<file path="config.mk">
export PLATFORM = sky130hd
export DESIGN_NAME = multicycle_control
export DESIGN_NICKNAME = d
export VERILOG_FILES = /design/src/rtl/riscv_pkg.sv /design/src/rtl/alu_decoder.sv /design/src/rtl/multicycle_control.sv
export SDC_FILE = /design/constraint.sdc
export NUM_CORES = 1
export LEC_CHECK = 0
export ABC_AREA = 1
export CORE_MARGIN = 2
export CORE_UTILIZATION = 33
export DETAILED_ROUTE_END_ITERATION = 16
export MAX_ROUTING_LAYER = met4
export PLACE_DENSITY = 0.8
export SLEW_MARGIN = 40
export SYNTH_ARGS = -nofsm -noshare
export SYNTH_HDL_FRONTEND = slang
export SYNTH_HIERARCHICAL = 1
export SYNTH_SLANG_ARGS = --single-unit
</file>
<file path="constraint.sdc">
create_clock -name clk -period 1.5 [get_ports clk]
set_clock_uncertainty 0.15 [all_clocks]
set_input_delay 0.225 -clock clk [delete_from_list [all_inputs] [get_ports clk]]
set_output_delay 0.225 -clock clk [all_outputs]
set_load 0.01 [all_outputs]
</file>
<file path="src/rtl/riscv_pkg.sv">
`default_nettype none
// ============================================================================
//  Module      : riscv_pkg
//  Description : Shared definitions for the RV32I multicycle control unit:
//                FSM state enumeration, opcode constants, ALU operation
//                codes and datapath mux-select encodings.
//  Ports       : none (package)
//  Revision    : 1.0  initial release
// ============================================================================
package riscv_pkg;

  typedef enum logic [3:0] {
    S_FETCH    = 4'd0,
    S_DECODE   = 4'd1,
    S_MEMADR   = 4'd2,
    S_MEMREAD  = 4'd3,
    S_MEMWB    = 4'd4,
    S_MEMWRITE = 4'd5,
    S_EXECUTER = 4'd6,
    S_EXECUTEI = 4'd7,
    S_ALUWB    = 4'd8,
    S_BEQ      = 4'd9,
    S_JAL      = 4'd10
  } state_t;

  // Opcodes (instruction[6:0])
  localparam logic [6:0] OP_LW  = 7'b0000011;
  localparam logic [6:0] OP_SW  = 7'b0100011;
  localparam logic [6:0] OP_R   = 7'b0110011;
  localparam logic [6:0] OP_I   = 7'b0010011;
  localparam logic [6:0] OP_BEQ = 7'b1100011;
  localparam logic [6:0] OP_JAL = 7'b1101111;

  // Internal ALUOp between FSM and ALU decoder
  localparam logic [1:0] ALUOP_ADD   = 2'b00;
  localparam logic [1:0] ALUOP_SUB   = 2'b01;
  localparam logic [1:0] ALUOP_FUNCT = 2'b10;

  // ALUControl codes
  localparam logic [2:0] ALU_ADD = 3'b000;
  localparam logic [2:0] ALU_SUB = 3'b001;
  localparam logic [2:0] ALU_AND = 3'b010;
  localparam logic [2:0] ALU_OR  = 3'b011;
  localparam logic [2:0] ALU_SLT = 3'b101;

  // ImmSrc encodings
  localparam logic [1:0] IMM_I = 2'b00;
  localparam logic [1:0] IMM_S = 2'b01;
  localparam logic [1:0] IMM_B = 2'b10;
  localparam logic [1:0] IMM_J = 2'b11;

  // ResultSrc encodings
  localparam logic [1:0] RES_ALUOUT    = 2'b00;
  localparam logic [1:0] RES_DATA      = 2'b01;
  localparam logic [1:0] RES_ALURESULT = 2'b10;

  // ALUSrcA encodings
  localparam logic [1:0] SRCA_PC    = 2'b00;
  localparam logic [1:0] SRCA_OLDPC = 2'b01;
  localparam logic [1:0] SRCA_RD1   = 2'b10;

  // ALUSrcB encodings
  localparam logic [1:0] SRCB_RD2  = 2'b00;
  localparam logic [1:0] SRCB_IMM  = 2'b01;
  localparam logic [1:0] SRCB_FOUR = 2'b10;

endpackage
`default_nettype wire

</file>
<file path="src/rtl/alu_decoder.sv">
`default_nettype none
// ============================================================================
//  Module      : alu_decoder
//  Description : Combinational ALU operation decode from ALUOp and the
//                instruction function fields.
//  Ports       : ALUOp[1:0]      in  operation class from the FSM
//                funct3[2:0]     in  instruction[14:12]
//                op5             in  instruction[5] (R-type vs I-type)
//                funct7b5        in  instruction[30]
//                ALUControl[2:0] out ALU operation code
//  Revision    : 1.0  initial release
// ============================================================================
module alu_decoder
  import riscv_pkg::*;
(
  input  logic [1:0] ALUOp,
  input  logic [2:0] funct3,
  input  logic       op5,
  input  logic       funct7b5,
  output logic [2:0] ALUControl
);

  always_comb begin
    ALUControl = ALU_ADD;
    case (ALUOp)
      ALUOP_ADD: ALUControl = ALU_ADD;
      ALUOP_SUB: ALUControl = ALU_SUB;
      ALUOP_FUNCT: begin
        case (funct3)
          // funct7b5 only means subtract for R-type; addi reuses that bit
          // as part of its immediate, hence the op5 qualifier.
          3'b000:  ALUControl = (op5 & funct7b5) ? ALU_SUB : ALU_ADD;
          3'b010:  ALUControl = ALU_SLT;
          3'b110:  ALUControl = ALU_OR;
          3'b111:  ALUControl = ALU_AND;
          default: ALUControl = ALU_ADD;
        endcase
      end
      default: ALUControl = ALU_ADD;
    endcase
  end

endmodule
`default_nettype wire

</file>
<file path="src/rtl/multicycle_control.sv">
`default_nettype none
// ============================================================================
//  Module      : multicycle_control
//  Description : Main control unit of the RV32I multicycle core. Moore FSM
//                sequencing fetch/decode/execute/memory/writeback and
//                driving all datapath enables and mux selects.
//  Ports       : clk, reset (sync, active-high)
//                op[6:0], funct3[2:0], funct7b5, Zero       inputs
//                PCWrite, AdrSrc, MemWrite, IRWrite, RegWrite enables
//                ResultSrc, ALUSrcA, ALUSrcB, ImmSrc, ALUControl selects
//  Revision    : 1.0  initial release
// ============================================================================
module multicycle_control
  import riscv_pkg::*;
(
  input  logic       clk,
  input  logic       reset,
  input  logic [6:0] op,
  input  logic [2:0] funct3,
  input  logic       funct7b5,
  input  logic       Zero,
  output logic       PCWrite,
  output logic       AdrSrc,
  output logic       MemWrite,
  output logic       IRWrite,
  output logic [1:0] ResultSrc,
  output logic [1:0] ALUSrcA,
  output logic [1:0] ALUSrcB,
  output logic [1:0] ImmSrc,
  output logic [2:0] ALUControl,
  output logic       RegWrite
);

  state_t     r_state;
  state_t     w_next;
  logic [1:0] w_alu_op;
  logic       w_pc_update;
  logic       w_branch;

  // State register
  always_ff @(posedge clk) begin
    if (reset) r_state <= S_FETCH;
    else       r_state <= w_next;
  end

  // Next-state logic
  always_comb begin
    w_next = S_FETCH;
    case (r_state)
      S_FETCH: w_next = S_DECODE;
      S_DECODE: begin
        case (op)
          OP_LW, OP_SW: w_next = S_MEMADR;
          OP_R:         w_next = S_EXECUTER;
          OP_I:         w_next = S_EXECUTEI;
          OP_BEQ:       w_next = S_BEQ;
          OP_JAL:       w_next = S_JAL;
          default:      w_next = S_FETCH;  // unsupported: drop it, no writes
        endcase
      end
      S_MEMADR:   w_next = (op == OP_LW) ? S_MEMREAD : S_MEMWRITE;
      S_MEMREAD:  w_next = S_MEMWB;
      S_EXECUTER: w_next = S_ALUWB;
      S_EXECUTEI: w_next = S_ALUWB;
      S_JAL:      w_next = S_ALUWB;
      default:    w_next = S_FETCH;  // MEMWB, MEMWRITE, ALUWB, BEQ
    endcase
  end

  // Moore output decode
  always_comb begin
    AdrSrc      = 1'b0;
    MemWrite    = 1'b0;
    IRWrite     = 1'b0;
    RegWrite    = 1'b0;
    ResultSrc   = RES_ALUOUT;
    ALUSrcA     = SRCA_PC;
    ALUSrcB     = SRCB_RD2;
    w_alu_op    = ALUOP_ADD;
    w_pc_update = 1'b0;
    w_branch    = 1'b0;
    case (r_state)
      S_FETCH: begin
        IRWrite     = 1'b1;
        ALUSrcB     = SRCB_FOUR;
        ResultSrc   = RES_ALURESULT;
        w_pc_update = 1'b1;
      end
      S_DECODE: begin
        // Branch target PC+imm precomputed here into ALUOut
        ALUSrcA = SRCA_OLDPC;
        ALUSrcB = SRCB_IMM;
      end
      S_MEMADR: begin
        ALUSrcA = SRCA_RD1;
        ALUSrcB = SRCB_IMM;
      end
      S_MEMREAD: AdrSrc = 1'b1;
      S_MEMWB: begin
        ResultSrc = RES_DATA;
        RegWrite  = 1'b1;
      end
      S_MEMWRITE: begin
        AdrSrc   = 1'b1;
        MemWrite = 1'b1;
      end
      S_EXECUTER: begin
        ALUSrcA  = SRCA_RD1;
        w_alu_op = ALUOP_FUNCT;
      end
      S_EXECUTEI: begin
        ALUSrcA  = SRCA_RD1;
        ALUSrcB  = SRCB_IMM;
        w_alu_op = ALUOP_FUNCT;
      end
      S_ALUWB: RegWrite = 1'b1;
      S_JAL: begin
        // Link value OldPC+4; PC takes the target held in ALUOut
        ALUSrcA     = SRCA_OLDPC;
        ALUSrcB     = SRCB_FOUR;
        w_pc_update = 1'b1;
      end
      S_BEQ: begin
        ALUSrcA  = SRCA_RD1;
        w_alu_op = ALUOP_SUB;
        w_branch = 1'b1;
      end
      default: ;
    endcase
  end

  assign PCWrite = w_pc_update | (w_branch & Zero);

  // Immediate format depends on the opcode only
  always_comb begin
    ImmSrc = IMM_I;
    case (op)
      OP_SW:   ImmSrc = IMM_S;
      OP_BEQ:  ImmSrc = IMM_B;
      OP_JAL:  ImmSrc = IMM_J;
      default: ImmSrc = IMM_I;
    endcase
  end

  alu_decoder u_alu_decoder (
    .ALUOp      (w_alu_op),
    .funct3     (funct3),
    .op5        (op[5]),
    .funct7b5   (funct7b5),
    .ALUControl (ALUControl)
  );

endmodule
`default_nettype wire

</file>
After elaboration in Yosys (flattened, before gate mapping) --
Index checks and enable logic that the tools add are counted.
Word-level totals: register bits 4, bits in latches 0, memory bits (writable) 0, memory bits (read-only) 0, bits of input ports 14, output and inout bits 16, logic and storage cells 53, memories kept 0
Cells by class: $add $sub $neg 0, $mul 0, divide/modulo/power cells 0, $lt $le $gt $ge 0, equality and inequality tests 21, shift operators 0, muxes and demuxes 17, bitwise logic cells 3, reduce and logical (&&, ||, !) cells 11
Operators with widths (count):
- $pmux W4 S5 | 2
- $eq A4 B3 Y1 const B | 4
- $pmux W2 S2 | 4
- $eq A7 B6 Y1 const B | 2
- $eq A7 B7 Y1 const B | 2
- $eq A4 B4 Y1 const B | 3
- $pmux W3 S4 | 1
- $reduce_or A2 Y1 | 6
- $eq A4 B2 Y1 const B | 2
- $eq A7 B2 Y1 const B | 1
- $eq A7 B5 Y1 const B | 1
- $mux W1 | 7
- $eq A3 B3 Y1 const B | 2
- $pmux W2 S3 | 1
- $pmux W3 S2 | 1
- $reduce_or A3 Y1 | 2
- $eq A4 B1 Y1 const B | 1
- $logic_not A4 Y1 | 1
- $reduce_or A4 Y1 | 1
- $eq A3 B2 Y1 const B | 1
- $logic_not A3 Y1 | 1
- $mux W3 | 1
- $and A1 B1 Y1 | 2
- $eq A2 B1 Y1 const B | 1
- 2 further kinds | 2

Logic depth before layout (Yosys ltp) --
depth in word-level cells 5, gate-level depth with buffers 9, gate-level depth less buffers 9

Cells and area by module --
The synthesis kept the hierarchy.
Modules (own cells, without submodules):
- multicycle_control | times used 1, cells each 83, area each 442.9 sq um, sequential area each 80.1 sq um
- alu_decoder | times used 1, cells each 17, area each 91.3 sq um, sequential area each 0.0 sq um

Worst setup path after synthesis --
OpenSTA, ideal clock, no wires.
path type register to output, start reg r_state[1], end out ALUControl[2], arrival 1286 ps, setup slack -161 ps, stages on the path, launching flop included 9, path through dfxtp_1 > inv_2 > nand4_1 > inv_1 > inv_1 > ha_1 > inv_1 > nand4_1 > nor2_1
On the way: longest elaborated chain between the ends 5, elaborated cells between the ends (all ways) 8, those cells by class eq/ne: 5; mux: 2; reduce/logical: 1
RTL lines:
- start: declaration | RTL line multicycle_control.sv:34 | state_t r_state;
- start signal: assignment | RTL line multicycle_control.sv:43 | else r_state <= w_next;
- $eq A4 B3 Y1 | RTL line multicycle_control.sv:82 | case (r_state)
- $reduce_or A2 Y1 (no source line)
- $pmux W2 S2 * | RTL line multicycle_control.sv:82
- net w_alu_op[0] | RTL line multicycle_control.sv:36 | logic [1:0] w_alu_op;
- $eq A2 B2 Y1 or $eq A2 B1 Y1 (tied branches) | RTL line alu_decoder.sv:25 | case (ALUOp)
- $pmux W3 S2 * | RTL line alu_decoder.sv:25
- end: declaration | RTL line multicycle_control.sv:30 | output logic [2:0] ALUControl,
The timed path passes the listed nets; every way through them passes the cells marked *.

Worst setup path after layout --
Ends and elaborated chain as after synthesis.

==> flow_metrics.tcl <==
set metrics [dict create \
    fin_ws_ns -0.477 \
    grt_use_met1 0.272 \
    htreeDepth 1 \
    antenna-diode-count 0 \
    io_buffers 29 \
    synth_cells 100 \
    vdd_drop_max_mv 0.405 \
    crit_family "simple AND/OR/NAND/NOR gates" \
    synth_area_leaders "nand2_1, inv_1, dfxtp_1" \
    ys_seq_elements 4 \
    dp_hpwl_um 1620 \
    p_int_w 0.000288 \
    worstSkewPairLatency_ns 0.23 \
    p_sw_w 0.000133 \
    maxCapViolCount 0 \
    area_growth_pct 136 \
    io_pins 30 \
    hp-class "input port to flop" \
    firstDrtPassIters 5 \
    tightest_slew_ns 0.218 \
    cts_tree "done" \
    fin_crit_ns 1.98 \
    cts-root-buf "clkbuf_4" \
    drc_errors 0 \
    synth_cell_type_count 17 \
    slew_viol_final 0 \
    crit_fanout 3 \
    path_cells "inv_2, buf_4, nor2_4, ha_4, inv_2, nand4_1, nor2_2, buf_2" \
    top_register "r_state" \
    p_per_area_nw_per_um2 335 \
    overflow 0 \
    wire_per_inst_um 15.2 \
    path_buf_inv 4 \
    synth.cells.most_frequent "nand2_1, inv_1, nor2_1, nand3_1" \
    max-slew-margin-rel 0.854 \
    ys.flop_type "dfxtp_1" \
    syn-cell-area_um2 534 \
    cts_buffers 3 \
    power_frac_comb 0.433 \
    avgViaCountPerCell 5.23 \
    worstSetupPathType "flop to output port" \
    grt_antenna_before_repair 0 \
    cpMostUsedCell "inv_2" \
    busiest_layer "met2" \
    largest_reg_flops 4 \
    syn-num-nets 116 \
    coreArea_um2 1510 \
    die_area_um2 1960 \
    status "finished, violations left" \
    synth_edf_count 0 \
    cp-start-kind "flop" \
    drive_above_1_share 0.643 \
    place_worst_setup_slack_ns -0.588 \
    reg.largest.list "r_state x4" \
    failed_checks "negative setup slack" \
    cp_slowest_cell "dfxtp_2" \
    ys_seq_area_frac 0.150 \
    initial_utilization 0.355 \
    critPathMaxStageDelay_ns 0.34 \
    grt_max_degree 6 \
    synth_top_area_frac 0.190 \
    hold_viol_final 0 \
    power.total_w 0.000421 \
    clkSlewWorstSetupHoldPaths_ns 0.04 \
    via_count 962 \
    clock-sinks 4 \
    setup_viol 16 \
    grt_usage 0.278 \
    required_ns 1.12 \
    yosysMostFrequentCell "nand2_1" \
    yosys.area.top_type "nand2_1" \
    place.gp.congestion 0.846 \
    fp.dieH_um 44.2 \
    avgSynthCellArea_um2 5.34 \
    worst_hold_slack_ns 0.438 \
    async_flop_share 0 \
    nets 186 \
    cts_buffer_depth 2 \
    pwr-share-clk 0.309 \
    grt_pass1_wl_um 3930 \
    grt_pass1_vias 970 \
    seqPwrFrac 0.258 \
    met3_usage 0.0531 \
    met2_usage 0.515 \
    leakage_nw 0.671 \
    arrival_ns 1.60 \
    rows 14 \
    ant_nets 0 \
    drt_wl_total_um 2800 \
    swShare 0.315 \
    cp-end-kind "output port" \
    min_period_over_period 1.32 \
    fp.dieW_um 44.2 \
    synth_warnings 6 \
    fmax_mhz 506 \
    drt_iter0_markers 42 \
    rsz0062_at_grt "true" \
]
placed cells by master (no fill, tap or decap):
cell type	n
buf_4	30
ha_4	1
a21oi_1	2
dfxtp_4	2
clkdlybuf4s15_1	1
inv_1	10
nand4_1	3
o21ai_1	1
dfxtp_2	2
buf_6	12
dlygate4sd2_1	4
nand2_2	4
inv_4	3
nand2_8	1
nand2_4	5
and3_4	1
nand3_1	5
buf_2	10
clkbuf_4	3
a21oi_2	2
clkdlybuf4s50_1	6
and3_1	1
nor2_4	7
clkbuf_2	3
nor2_2	5
ha_1	1
nand2_1	20
nor2_1	5
inv_2	12
nand3_2	5
nand3b_1	1
through the flow:
stage	area, µm²	util	instances	TNS [ns]
after floorplan	563	-	100	-0.0415
after global placement	1050	0.699	169	-5.41
after detailed placement	1050	0.699	169	-6.29
after CTS	1190	0.792	183	-2.65
after global routing	1260	0.836	184	-3.36
final	1260	0.836	184	-2.45
what timing repair did:
item	CTS	global route
endpoints found under the setup margin	16	18
pin swaps	11	15
hold endpoints to repair	0	0
buffers inserted	12	3
hold buffers	0	0
resized for setup	108	26
area by class of cell:
cell class	count	area, µm²
sequential	4	90.1
tap	16	20.0
multi-input combinational	70	494
clock buffer	3	22.5
timing repair buffer	66	531
fill	83	248
inverter	25	101
kinds of logic after synthesis:
kind of cell | count (synthesis) | share of synthesized area
AOI/OAI and AO/OA | 5 | 0.0468
DFF | 4 | 0.150
adders and majority gates | 2 | 0.0468
buffers and inverters | 26 | 0.190
and+or+nand+nor | 63 | 0.567
metal layers:
layer	vias to the layer above	share of wire
li1	441	-
met1	440	0.36
met2	64	0.53
met3	17	0.068
met4	0	0.040
met5	-	0
final timing paths:
check / endpoint / cells after the start / startpoint / slack (ns)
setup reg to reg: r_state[1] / 9 / r_state[2] / -0.03
hold / removal: r_state[0] / 2 / reset / 0.44
hold reg to reg: r_state[0] / 5 / r_state[0] / 0.64
setup / recovery: ALUControl[2] / 8 / r_state[1] / -0.48
power groups by stage:
| stage | Clock (W) | Sequential [W] | Combinational (W) |
|---|---|---|---|
| finish | 0.000130 | 0.000109 | 0.000182 |
| global route | 0.000146 | 0.000109 | 0.000195 |
| CTS | 0.000134 | 0.000108 | 0.000158 |
| detailed placement | 0 | 0.000113 | 0.000152 |
| global placement | 0 | 0.000113 | 0.000148 |
| floorplan | 0 | 0.000115 | 0.0000538 |
Power figures use the tool's default switching activity.
